==> config.mk <==
export PLATFORM = sky130hd
export DESIGN_NAME = alu_sequencer
export DESIGN_NICKNAME = d
export VERILOG_FILES = /design/src/rtl/alu_pkg.sv /design/src/rtl/alu_regfile.sv /design/src/rtl/alu_sequencer.sv
export SDC_FILE = /design/constraint.sdc
export NUM_CORES = 1
export LEC_CHECK = 0
export CORE_MARGIN = 10
export CORE_UTILIZATION = 55
export CTS_BUF_LIST = sky130_fd_sc_hd__clkbuf_4
export DETAILED_ROUTE_END_ITERATION = 10
export PLACE_DENSITY = 0.88
export SETUP_SLACK_MARGIN = 0.5
export SKIP_LAST_GASP = 1
export SYNTH_ARGS = -nofsm -noshare
export SYNTH_HDL_FRONTEND = slang
export SYNTH_SLANG_ARGS = --single-unit
==> constraint.sdc <==
create_clock -name clk -period 7.7 [get_ports clk]
set_input_delay 1.155 -clock clk [delete_from_list [all_inputs] [get_ports clk]]
set_output_delay 1.155 -clock clk [all_outputs]
set_load 0.005 [all_outputs]
==> src/rtl/alu_pkg.sv <==
// alu_pkg
// Shared types for the ALU sequencer: datapath width, register index type,
// ALU opcode encoding (plus the sequencer-only LDI) and the FSM state enum.
package alu_pkg;

    localparam int WIDTH = 9;
    localparam int NREGS = 4;

    typedef logic [1:0]       reg_idx_t;
    typedef logic [WIDTH-1:0] word_t;

    typedef enum logic [3:0] {
        OP_AND  = 4'b0000,
        OP_OR   = 4'b0001,
        OP_NOT  = 4'b0010,
        OP_ADD  = 4'b0011,
        OP_MOV  = 4'b0100,
        OP_SHL  = 4'b0101,
        OP_SHR  = 4'b0110,
        OP_SUB  = 4'b0111,
        OP_ADD2 = 4'b1000,
        OP_SUB2 = 4'b1001,
        OP_MOVB = 4'b1010,
        OP_HOLD = 4'b1011,
        OP_LDI  = 4'b1100
    } alu_op_e;

    typedef enum logic [1:0] {
        ST_IDLE = 2'd0,
        ST_EXEC = 2'd1,
        ST_WB   = 2'd2
    } state_e;

    // Anything above LDI has no meaning to either the ALU or the sequencer.
    function automatic logic is_illegal_op(input logic [3:0] op);
        return (op > OP_LDI);
    endfunction

endpackage

==> src/rtl/alu_regfile.sv <==
// alu_regfile
// 4 x 9-bit register file with asynchronous reset.
// Ports:
//   i_clk, i_reset       clock, async active-high reset (clears all entries)
//   i_rd_a_sel/o_rd_a    combinational read port A
//   i_rd_b_sel/o_rd_b    combinational read port B
//   i_dbg_sel/o_dbg      combinational debug read port
//   i_wr_en/i_wr_sel/i_wr_data  synchronous write port
// Reads return the pre-edge value when a write to the same entry is pending.
module alu_regfile
    import alu_pkg::*;
(
    input  logic     i_clk,
    input  logic     i_reset,
    input  reg_idx_t i_rd_a_sel,
    output word_t    o_rd_a,
    input  reg_idx_t i_rd_b_sel,
    output word_t    o_rd_b,
    input  reg_idx_t i_dbg_sel,
    output word_t    o_dbg,
    input  logic     i_wr_en,
    input  reg_idx_t i_wr_sel,
    input  word_t    i_wr_data
);

    word_t r_regs [NREGS];

    always_ff @(posedge i_clk or posedge i_reset) begin
        if (i_reset) begin
            for (int i = 0; i < NREGS; i++) begin
                r_regs[i] <= '0;
            end
        end else if (i_wr_en) begin
            r_regs[i_wr_sel] <= i_wr_data;
        end
    end

    assign o_rd_a = r_regs[i_rd_a_sel];
    assign o_rd_b = r_regs[i_rd_b_sel];
    assign o_dbg  = r_regs[i_dbg_sel];

endmodule

==> src/rtl/alu_sequencer.sv <==
// alu_sequencer
// Accepts one instruction at a time, drives an external combinational 9-bit
// ALU from the register file, writes the result back and pulses done.
// Ports:
//   clk, reset                      clock, async active-high reset
//   instr_valid/instr_ready         instruction handshake
//   instr_op/rd/rs/imm              instruction fields (rd is also operand A)
//   alu_a, alu_b, alu_op, alu_out   external ALU connection
//   done, result, zero, illegal     completion report (one-cycle pulses)
//   dbg_sel, dbg_data               combinational register-file peek
//
// state | meaning
// IDLE  | ready for an instruction
// EXEC  | ALU operands on the bus, result captured at the end of the cycle
// WB    | done/result presented, destination written at the end of the cycle
module alu_sequencer
    import alu_pkg::*;
(
    input  logic       clk,
    input  logic       reset,
    input  logic       instr_valid,
    output logic       instr_ready,
    input  logic [3:0] instr_op,
    input  logic [1:0] instr_rd,
    input  logic [1:0] instr_rs,
    input  logic [8:0] instr_imm,
    output logic [8:0] alu_a,
    output logic [8:0] alu_b,
    output logic [3:0] alu_op,
    input  logic [8:0] alu_out,
    output logic       done,
    output logic [8:0] result,
    output logic       zero,
    output logic       illegal,
    input  logic [1:0] dbg_sel,
    output logic [8:0] dbg_data
);

    state_e     r_state;
    logic [3:0] r_op;
    reg_idx_t   r_rd;
    reg_idx_t   r_rs;
    word_t      r_imm;
    word_t      r_result;
    logic       r_wr_en;
    logic       r_ready;
    word_t      r_alu_a;
    word_t      r_alu_b;
    logic [3:0] r_alu_op;
    logic       r_done;
    logic       r_zero;
    logic       r_illegal;

    word_t      w_rd_a;
    word_t      w_rd_b;
    word_t      w_exec_val;
    logic       w_rf_we;

    alu_regfile u_regfile (
        .i_clk      (clk),
        .i_reset    (reset),
        .i_rd_a_sel (instr_rd),
        .o_rd_a     (w_rd_a),
        .i_rd_b_sel (instr_rs),
        .o_rd_b     (w_rd_b),
        .i_dbg_sel  (dbg_sel),
        .o_dbg      (dbg_data),
        .i_wr_en    (w_rf_we),
        .i_wr_sel   (r_rd),
        .i_wr_data  (r_result)
    );

    // LDI bypasses the ALU; HOLD reports the untouched destination value,
    // which is already sitting in the registered operand A.
    always_comb begin
        w_exec_val = alu_out;
        if (r_op == OP_LDI) begin
            w_exec_val = r_imm;
        end else if (r_op == OP_HOLD) begin
            w_exec_val = r_alu_a;
        end
    end

    assign w_rf_we = (r_state == ST_WB) && r_wr_en;

    always_ff @(posedge clk or posedge reset) begin
        if (reset) begin
            r_state   <= ST_IDLE;
            r_op      <= '0;
            r_rd      <= '0;
            r_rs      <= '0;
            r_imm     <= '0;
            r_result  <= '0;
            r_wr_en   <= 1'b0;
            r_ready   <= 1'b1;
            r_alu_a   <= '0;
            r_alu_b   <= '0;
            r_alu_op  <= OP_MOV;
            r_done    <= 1'b0;
            r_zero    <= 1'b0;
            r_illegal <= 1'b0;
        end else begin
            r_done    <= 1'b0;
            r_illegal <= 1'b0;
            case (r_state)
                ST_IDLE: begin
                    if (instr_valid && r_ready) begin
                        r_op    <= instr_op;
                        r_rd    <= instr_rd;
                        r_rs    <= instr_rs;
                        r_imm   <= instr_imm;
                        r_ready <= 1'b0;
                        if (is_illegal_op(instr_op)) begin
                            // Skip EXEC: report straight away with a zero result.
                            r_state   <= ST_WB;
                            r_result  <= '0;
                            r_zero    <= 1'b1;
                            r_done    <= 1'b1;
                            r_illegal <= 1'b1;
                            r_wr_en   <= 1'b0;
                        end else begin
                            r_state  <= ST_EXEC;
                            r_alu_a  <= w_rd_a;
                            r_alu_b  <= w_rd_b;
                            r_alu_op <= (instr_op == OP_LDI) ? OP_MOV : instr_op;
                            r_wr_en  <= (instr_op != OP_HOLD);
                        end
                    end
                end
                ST_EXEC: begin
                    r_result <= w_exec_val;
                    r_zero   <= (w_exec_val == '0);
                    r_done   <= 1'b1;
                    r_state  <= ST_WB;
                end
                ST_WB: begin
                    r_state <= ST_IDLE;
                    r_ready <= 1'b1;
                end
                default: begin
                    r_state <= ST_IDLE;
                    r_ready <= 1'b1;
                end
            endcase
        end
    end

    assign instr_ready = r_ready;
    assign alu_a       = r_alu_a;
    assign alu_b       = r_alu_b;
    assign alu_op      = r_alu_op;
    assign done        = r_done;
    assign result      = r_result;
    assign zero        = r_zero;
    assign illegal     = r_illegal;

endmodule

* After elaboration in Yosys (flattened, before gate mapping) *
Cells that the tools add are included.
Widths: inputs -> output; s select.

storage, ports and cells
  flip-flop bits (word level) = 89
  word-level logic and storage cells = 78
  output and inout port bits = 44

cells by class
  equality and inequality tests = 8
  bitwise operators = 6
  reductions and logical operators = 10
  magnitude comparators = 6
  mux-type cells = 31

operators by type and width
  operator            number
  $mux 9              11
  $bmux 9 s2          3
  $bwmux 36           1
  $demux 9 s2         1
  $pmux 9 s2          1
  $eq 4x4->1 const B  3
  $ge 3x3->1 const B  4
  $not 2->3           4
  $logic_not 9->1     1
  $mux 1              7
  $pmux 1 s2          3
  $reduce_and 3->1    2
  $gt 4x4->1 const B  1
  $mux 2              2
  $mux 4              1
  $ne 2x2->1 const B  2
  $ne 4x4->1 const B  1
  $pmux 2 s2          1
  $reduce_and 2->1    2
  $logic_and 1x1->1   3
  $lt 3x1->1 const B  1
  $eq 2x1->1 const B  1
  $eq 2x2->1 const B  1
  $logic_not 2->1     1
  other kinds (2)     3

* Longest topological paths before layout *
Gate-level depths: netlist (run 1).

  depth after elaboration = 6
  gate-level depth with buffers = 6

* Cells and area by module *
From an unflattened synthesis (run 1), not the netlist that was laid out.

second synthesis, totals
  cell total of the unflattened synthesis = 339
  area, all modules = 4359.2 um2

modules (own cells, without submodules)
  module         cells each  sequential area each (um2)  instances  area an instance (um2)
  alu_sequencer  228         1328.8                      1          2362.3
  alu_regfile    111         900.9                       1          1996.9

* Least setup slack after synthesis (run 1) *
OpenSTA, ideal clock, no wires.

  path type = in2out
  start point = input port dbg_sel[0]
  end point = output port dbg_data[0]
  stages = 2
  arrival = 1940 ps
  slack = 4605 ps
  path buffers = 1
  required time = 6545 ps
  cells stage by stage = buf_2 -> mux4_2

on the way
  longest elaborated chain between the ends = 4

ends and longest elaborated chain
  item                                       RTL line             text
  start: declaration                         alu_sequencer.sv:35  input logic [1:0] dbg_sel,
  $not 2->3 (implied by the code)            alu_regfile.sv:40    assign o_dbg = r_regs[i_dbg_sel];
  $bmux 9 s2                                 alu_regfile.sv:40
  $mux 9 (implied by the code) (2 in a row)  alu_regfile.sv:40
  end: declaration                           alu_sequencer.sv:36  output logic [8:0] dbg_data

No other way between the ends. The select of a mux whose other input is x is not followed.

* Worst setup path after layout (run 1) *
  start point = input port dbg_sel[0]
  end point = output port dbg_data[6]

Same word-level chain as after synthesis.

==> qor.yml, run 1 <==
power_and_ir_drop:
  internal-power_w: 0.00123
  seqPwrFrac_pct: 47.3
  p_switching_w: 0.000606
  vdd_ir_drop_max_uv: 187
  pwr-share-comb_pct: 38.8
  power_w: 0.00183
  swShare_pct: 33.0
  p_clk_share_pct: 14.0
  p_leak_nw: 2.31
  powerDensity_nw_per_um2: 348
drt:
  drt-vias-per-instance: 6.16
  met2_length_mm: 5.32
  wl_met1_mm: 3.99
  wl_per_cell_um: 21.8
  vias: 2939
  top_layer_used: "met4"
  initialDrtViolationCount: 208
  drc_errors: 0
  first_pass_iters: 5
  met3_wirelength_um: 865
  routed_wl_mm: 10.4
  drtAntennaViolNets: 0
placed_design:
  post-dp-hpwl_mm: 7.49
  port_buffers: 74
  gp_congestion: 0.909
floorplanning:
  dieArea_sq_um: 11800
  ios: 75
  core_sq_um: 7690
  die_x_um: 109
  fp.dieH_um: 109
  start_util_pct: 56.3
  rows: 32
critical_path:
  endpoint_kind: "primary output"
  critPathMaxFanout: 9
  cp.arrival_ps: 3170
  startpoint_type: "input pin"
  critical_path_class: "in2out"
  worstPathRequired_ps: 6550
global_route:
  grt_max_degree: 90
  overflow: 0
  antenna_found_initial: 0
  grt_util_all_layers_pct: 18.7
  grt_pass1_wl_mm: 17.0
  grt_pass1_vias: 3215
clock_tree:
  cts_tree: "yes"
  clock_latency_ps: 430
  cts_root_buffer: "clkbuf_4"
  cts-resized-gates: 0
  postCtsSetupRepairBufs: 0
  htree_levels: 3
  numCtsBuffers: 9
  cts_sinks: 89
  path_clk_slew_ps: 130
  cts_hold_buffers: 0
  cts_buffer_depth: 2
sta:
  fmax_mhz: 231
  rsz0062_at_grt: "false"
  post-route-period-util_pct: 56.2
  relSlewSlack_pct: 26.6
  drv_slew: 0
  finalSetupTns_ps: 0
  final_hold_viol_count: 0
  period_minus_slack_ps: 4330
  setup_viol: 0
  fin_skew_ps: 12.2
  tightestPinTransition_ps: 1100
synth:
  syn_area_per_cell_sq_um: 14.5
  synthArstFlopShare_pct: 100
  synth_warnings: 0
  ys_ff_latch: 89
  ys_seq_area_share_pct: 51.5
  netlist_top_cells_area: "dfrtp_1 (50%), mux2_2 (18%), mux4_2 (14%)"
  synth.largest_area_cell: "dfrtp_1"
  syn-cell-area_sq_um: 4330
  syn_inst: 298
  synth.most_common_cell: "dfrtp_1"
  synth_ff_type: "dfrtp_1"
  synthDistinctLibCells: 45
  synth_edf_count: 0
  synth.top_cell.area_share_pct: 50.3
  synth_common_cells: "dfrtp_1 (87), mux2_2 (70), mux4_2 (27)"
  syn_nets: 329
job:
  cap_viol_max_count: 0
min_path:
  hold_path.class: "reg2reg"
layout:
  area_growth_pct: 21.8
  fillers: 544
  diodes: 0
  drive_gt1_share_pct: 33.6
  multi_input_area_sq_um: 2010
  nNetsFinal: 401
  register_area_sq_um: 2230
status:
  status: "finished clean"
[cell type report]
class                   instances  area share, %
inverters                       5          0.380
flip-flops and latches         89           42.3
multi-input cells             189           38.1
clock inverters                 6           1.12
repair buffers                 76           14.3
well taps                     102           2.42
clock buffers                  10           1.42
[per-layer routing]
layer  vias up  track usage, %
met3        23            4.90
met5         -               0
met1      1504            22.7
met2       131            31.2
met4         0            7.16
li1       1281               -
[state kept, by name, indices dropped and copies added (netlist names)]
signal	count
r_wr_en	1
done	1
r_rd	2
u_regfile.r_regs	36
instr_ready	1
result	9
zero	1
r_imm	9
illegal	1
alu_a	9
alu_b	9
r_op	4
alu_op	4
r_state	2
[power groups by stage]
| stage | registers (W) | logic [W] | clock network [W] |
|---|---|---|---|
| finish | 0.000867 | 0.000711 | 0.000256 |
| floorplan | 0.000808 | 0.000445 | 0 |
| global placement | 0.000851 | 0.000694 | 0 |
| detailed placement | 0.000872 | 0.000718 | 0 |
| CTS | 0.000862 | 0.000723 | 0.000263 |
| global route | 0.000894 | 0.000772 | 0.000284 |
[worst paths after layout]
check	start	end	slack, ps	cells past startpoint
worst min register to register	alu_b[2]$_DFFE_PP0P_	alu_b[2]$_DFFE_PP0P_	520	1
min in group asynchronous	reset	illegal$_DFF_PP0_	1380	3
max in group asynchronous	reset	u_regfile.r_regs[34]$_DFFE_PP0P_	5620	3
worst max register to register	r_state[0]$_DFFE_PP0N_	zero$_DFFE_PP0P_	5630	5
worst max-delay path	dbg_sel[0]	dbg_data[6]	3370	3
worst min-delay path	alu_b[2]$_DFFE_PP0P_	alu_b[2]$_DFFE_PP0P_	520	1
[kinds of logic (layout without fill, tap and decap cells)]
group	Yosys count	after routing	share of synthesized area, %
multiplexers	103	103	34.0
AO/OA/AOI/OAI	36	36	5.87
buffers and inverters	20	97	2.17
adder cells (fa/ha/maj)	1	1	0.231
flip-flops	89	89	51.5
AND/OR/NAND/NOR	49	49	6.21
[worst max-delay path: stages]
cell and delay, ps:
clkdlybuf4s50_1 940, mux4_2 590, clkdlybuf4s50_1 480
[metrics by stage]
step | setup slack (ps) | instances | hold WS, ps | cell area, sq um | utilization [%]
final | 3370 | 477 | 519 | 5270 | 68.6
after detailed placement | 3350 | 461 | 490 | 5140 | 66.9
after global routing | 3270 | 477 | 527 | 5270 | 68.6
after global placement | 3380 | 461 | 487 | 5140 | 66.9
after CTS | 3360 | 477 | 521 | 5270 | 68.6
after floorplan | 4240 | 298 | 490 | 4330 | -
[placed cells by master, fill, tap and decap left out, types with 2 or more instances in the layout]
cell type         n
dfrtp_1          87
clkdlybuf4s50_1  74
mux2_2           70
mux4_2           27
nand2_1          15
nor2_1           13
o21ai_0          10
clkbuf_4         10
a21oi_1           7
a22o_1            5
mux2i_1           4
o211ai_1          4
inv_1             4
nand3_1           3
nor4_1            3
nor2b_1           2
nor3_1            2
clkinv_2          2
dfstp_2           2
clkinv_1          2
buf_4             2
Note: power is estimated with default switching activity, not from simulation.
==> run 2, diff against run 1 <==
Settings changed: CORE_UTILIZATION 55 to 50, PLACE_DENSITY 0.88 to 0.84.
Clock period 7.7 ns to 3.5 ns, I/O delays scaled along.
==> qor.yml, run 2 (same netlist as run 1, synthesis figures left out) <==
clock_tree:
  cts_root_buffer: "clkbuf_4"
  cts_hold_buffers: 0
  numCtsBuffers: 9
  path_clk_slew_ps: 140
  cts_buffer_depth: 2
  postCtsSetupRepairBufs: 0
  cts-resized-gates: 0
  cts_tree: "yes"
  htree_levels: 3
  clock_latency_ps: 460
  cts_sinks: 89
critical_path:
  critPathMaxFanout: 9
  critical_path_class: "in2out"
  endpoint_kind: "primary output"
  path_delay_family: "buffers and inverters"
  cp.arrival_ps: 2210
  worstPathCellList: "clkdlybuf4s50_1 > buf_4 > mux4_2 > clkdlybuf4s50_1"
  slowest_stage: "mux4_2"
  critPathLaunch: "dbg_sel[0]"
  timing.rr.start: "instr_ready$_DFFE_PP1P_"
  worstPathRequired_ps: 2970
  startpoint_type: "input pin"
  crit_top_cell: "clkdlybuf4s50_1"
  critical-path-max-stage-delay_ps: 530
  critPathBufInv: 3
sta:
  final_hold_viol_count: 0
  setup_viol: 0
  fmax_mhz: 365
  rsz0062_at_grt: "false"
  post-route-period-util_pct: 78.3
  relSlewSlack_pct: 48.9
  finalSetupTns_ps: 0
  tightestPinTransition_ps: 767
  drv_slew: 0
  period_minus_slack_ps: 2740
  fin_skew_ps: 16.9
  setup_ws_ps: 761
drt:
  first_pass_iters: 4
  routed_wl_mm: 10.4
  drt-vias-per-instance: 6.05
  initialDrtViolationCount: 225
  wl_per_cell_um: 21.4
  drtAntennaViolNets: 0
  vias: 2939
  drc_errors: 0
layout:
  final_common_cell: "dfrtp_1"
  area_growth_pct: 23.0
  largest_reg_flops: 36
  fin_util_pct: 63.9
  drive_gt1_share_pct: 35.0
  nNetsFinal: 406
  final_cell_mix: "dfrtp_1 (87), clkdlybuf4s50_1 (74), mux2_2 (70)"
  top_register: "u_regfile.r_regs"
  finalNonFillerCells: 486
floorplanning:
  fp.dieH_um: 113
  ios: 75
  die_x_um: 113
  rows: 33
  dieArea_sq_um: 12800
  core_sq_um: 8340
  start_util_pct: 51.9
placed_design:
  dpl_worst_slack_ps: 754
  dp_cells: 469
  post-dp-hpwl_mm: 7.59
  gp_congestion: 0.828
  port_buffers: 74
global_route:
  grt_pass1_vias: 3120
  antenna_found_initial: 1
  grt_max_degree: 44
  grt_util_all_layers_pct: 16.8
  grt_pass1_wl_mm: 17.0
  overflow: 0
power_and_ir_drop:
  vdd_ir_drop_max_uv: 296
  p_leak_nw: 2.34
  powerDensity_nw_per_um2: 763
min_path:
  hold_path.class: "in2async"
status:
  status: "finished clean"
job:
  cap_viol_max_count: 0
==> run 2: routing by layer <==
metal  GRT usage, %  up-vias  share of wire, %  routed length, um
met1           20.7     1512                41               4300
met2           26.6      108                48               4980
li1               -     1297                 -                  -
met4           7.70        0               2.7                279
met3           5.07       22               8.1                841
met5              0        -                 0                  0
==> run 2: area by class of cell <==
type | count | area [sq um]
diodes | 1 | 2.50
clock buffers | 10 | 75.1
clock inverters | 6 | 67.6
fillers | 633 | 3010
inverters | 5 | 20.0
multi-input cells | 189 | 2010
flip-flops and latches | 89 | 2230
well taps | 105 | 131
repair buffers | 81 | 793
==> run 2: path summary, 6_finish.rpt <==
| check | to | slack (ps) | depth (start not counted) |
|---|---|---|---|
| worst max-delay path | dbg_data[7] | 760 | 4 |
| worst min-delay path | result[8]$_DFFE_PP0P_ | 480 | 2 |
| max in group asynchronous | alu_op[2]$_DFFE_PP1P_ | 2200 | 3 |
| worst max register to register | alu_a[8]$_DFFE_PP0P_ | 1460 | 5 |
| min in group clk | instr_ready$_DFFE_PP1P_ | 520 | 2 |
| worst min register to register | instr_ready$_DFFE_PP1P_ | 520 | 2 |
==> run 2: worst register-to-register path: cells and delay by family, from the launching register on <==
family	cells	cell delay [ps]
buf+inv	1	270
simple gates	3	770
flops	1	570
mux	1	310
==> run 2: metrics by stage <==
stage | total power, W | cell area (sq um) | hold slack, ps
after floorplan | 0.00276 | 4330 | 490
after global placement | 0.00343 | 5180 | 487
after detailed placement | 0.00351 | 5180 | 494
after CTS | 0.00409 | 5320 | 506
after global routing | 0.00432 | 5330 | 543
final | 0.00406 | 5330 | 485
==> run 2: where the power goes <==
part           internal [W]  switching [W]
logic               0.00103       0.000542
clock network      0.000228       0.000360
registers           0.00146       0.000447
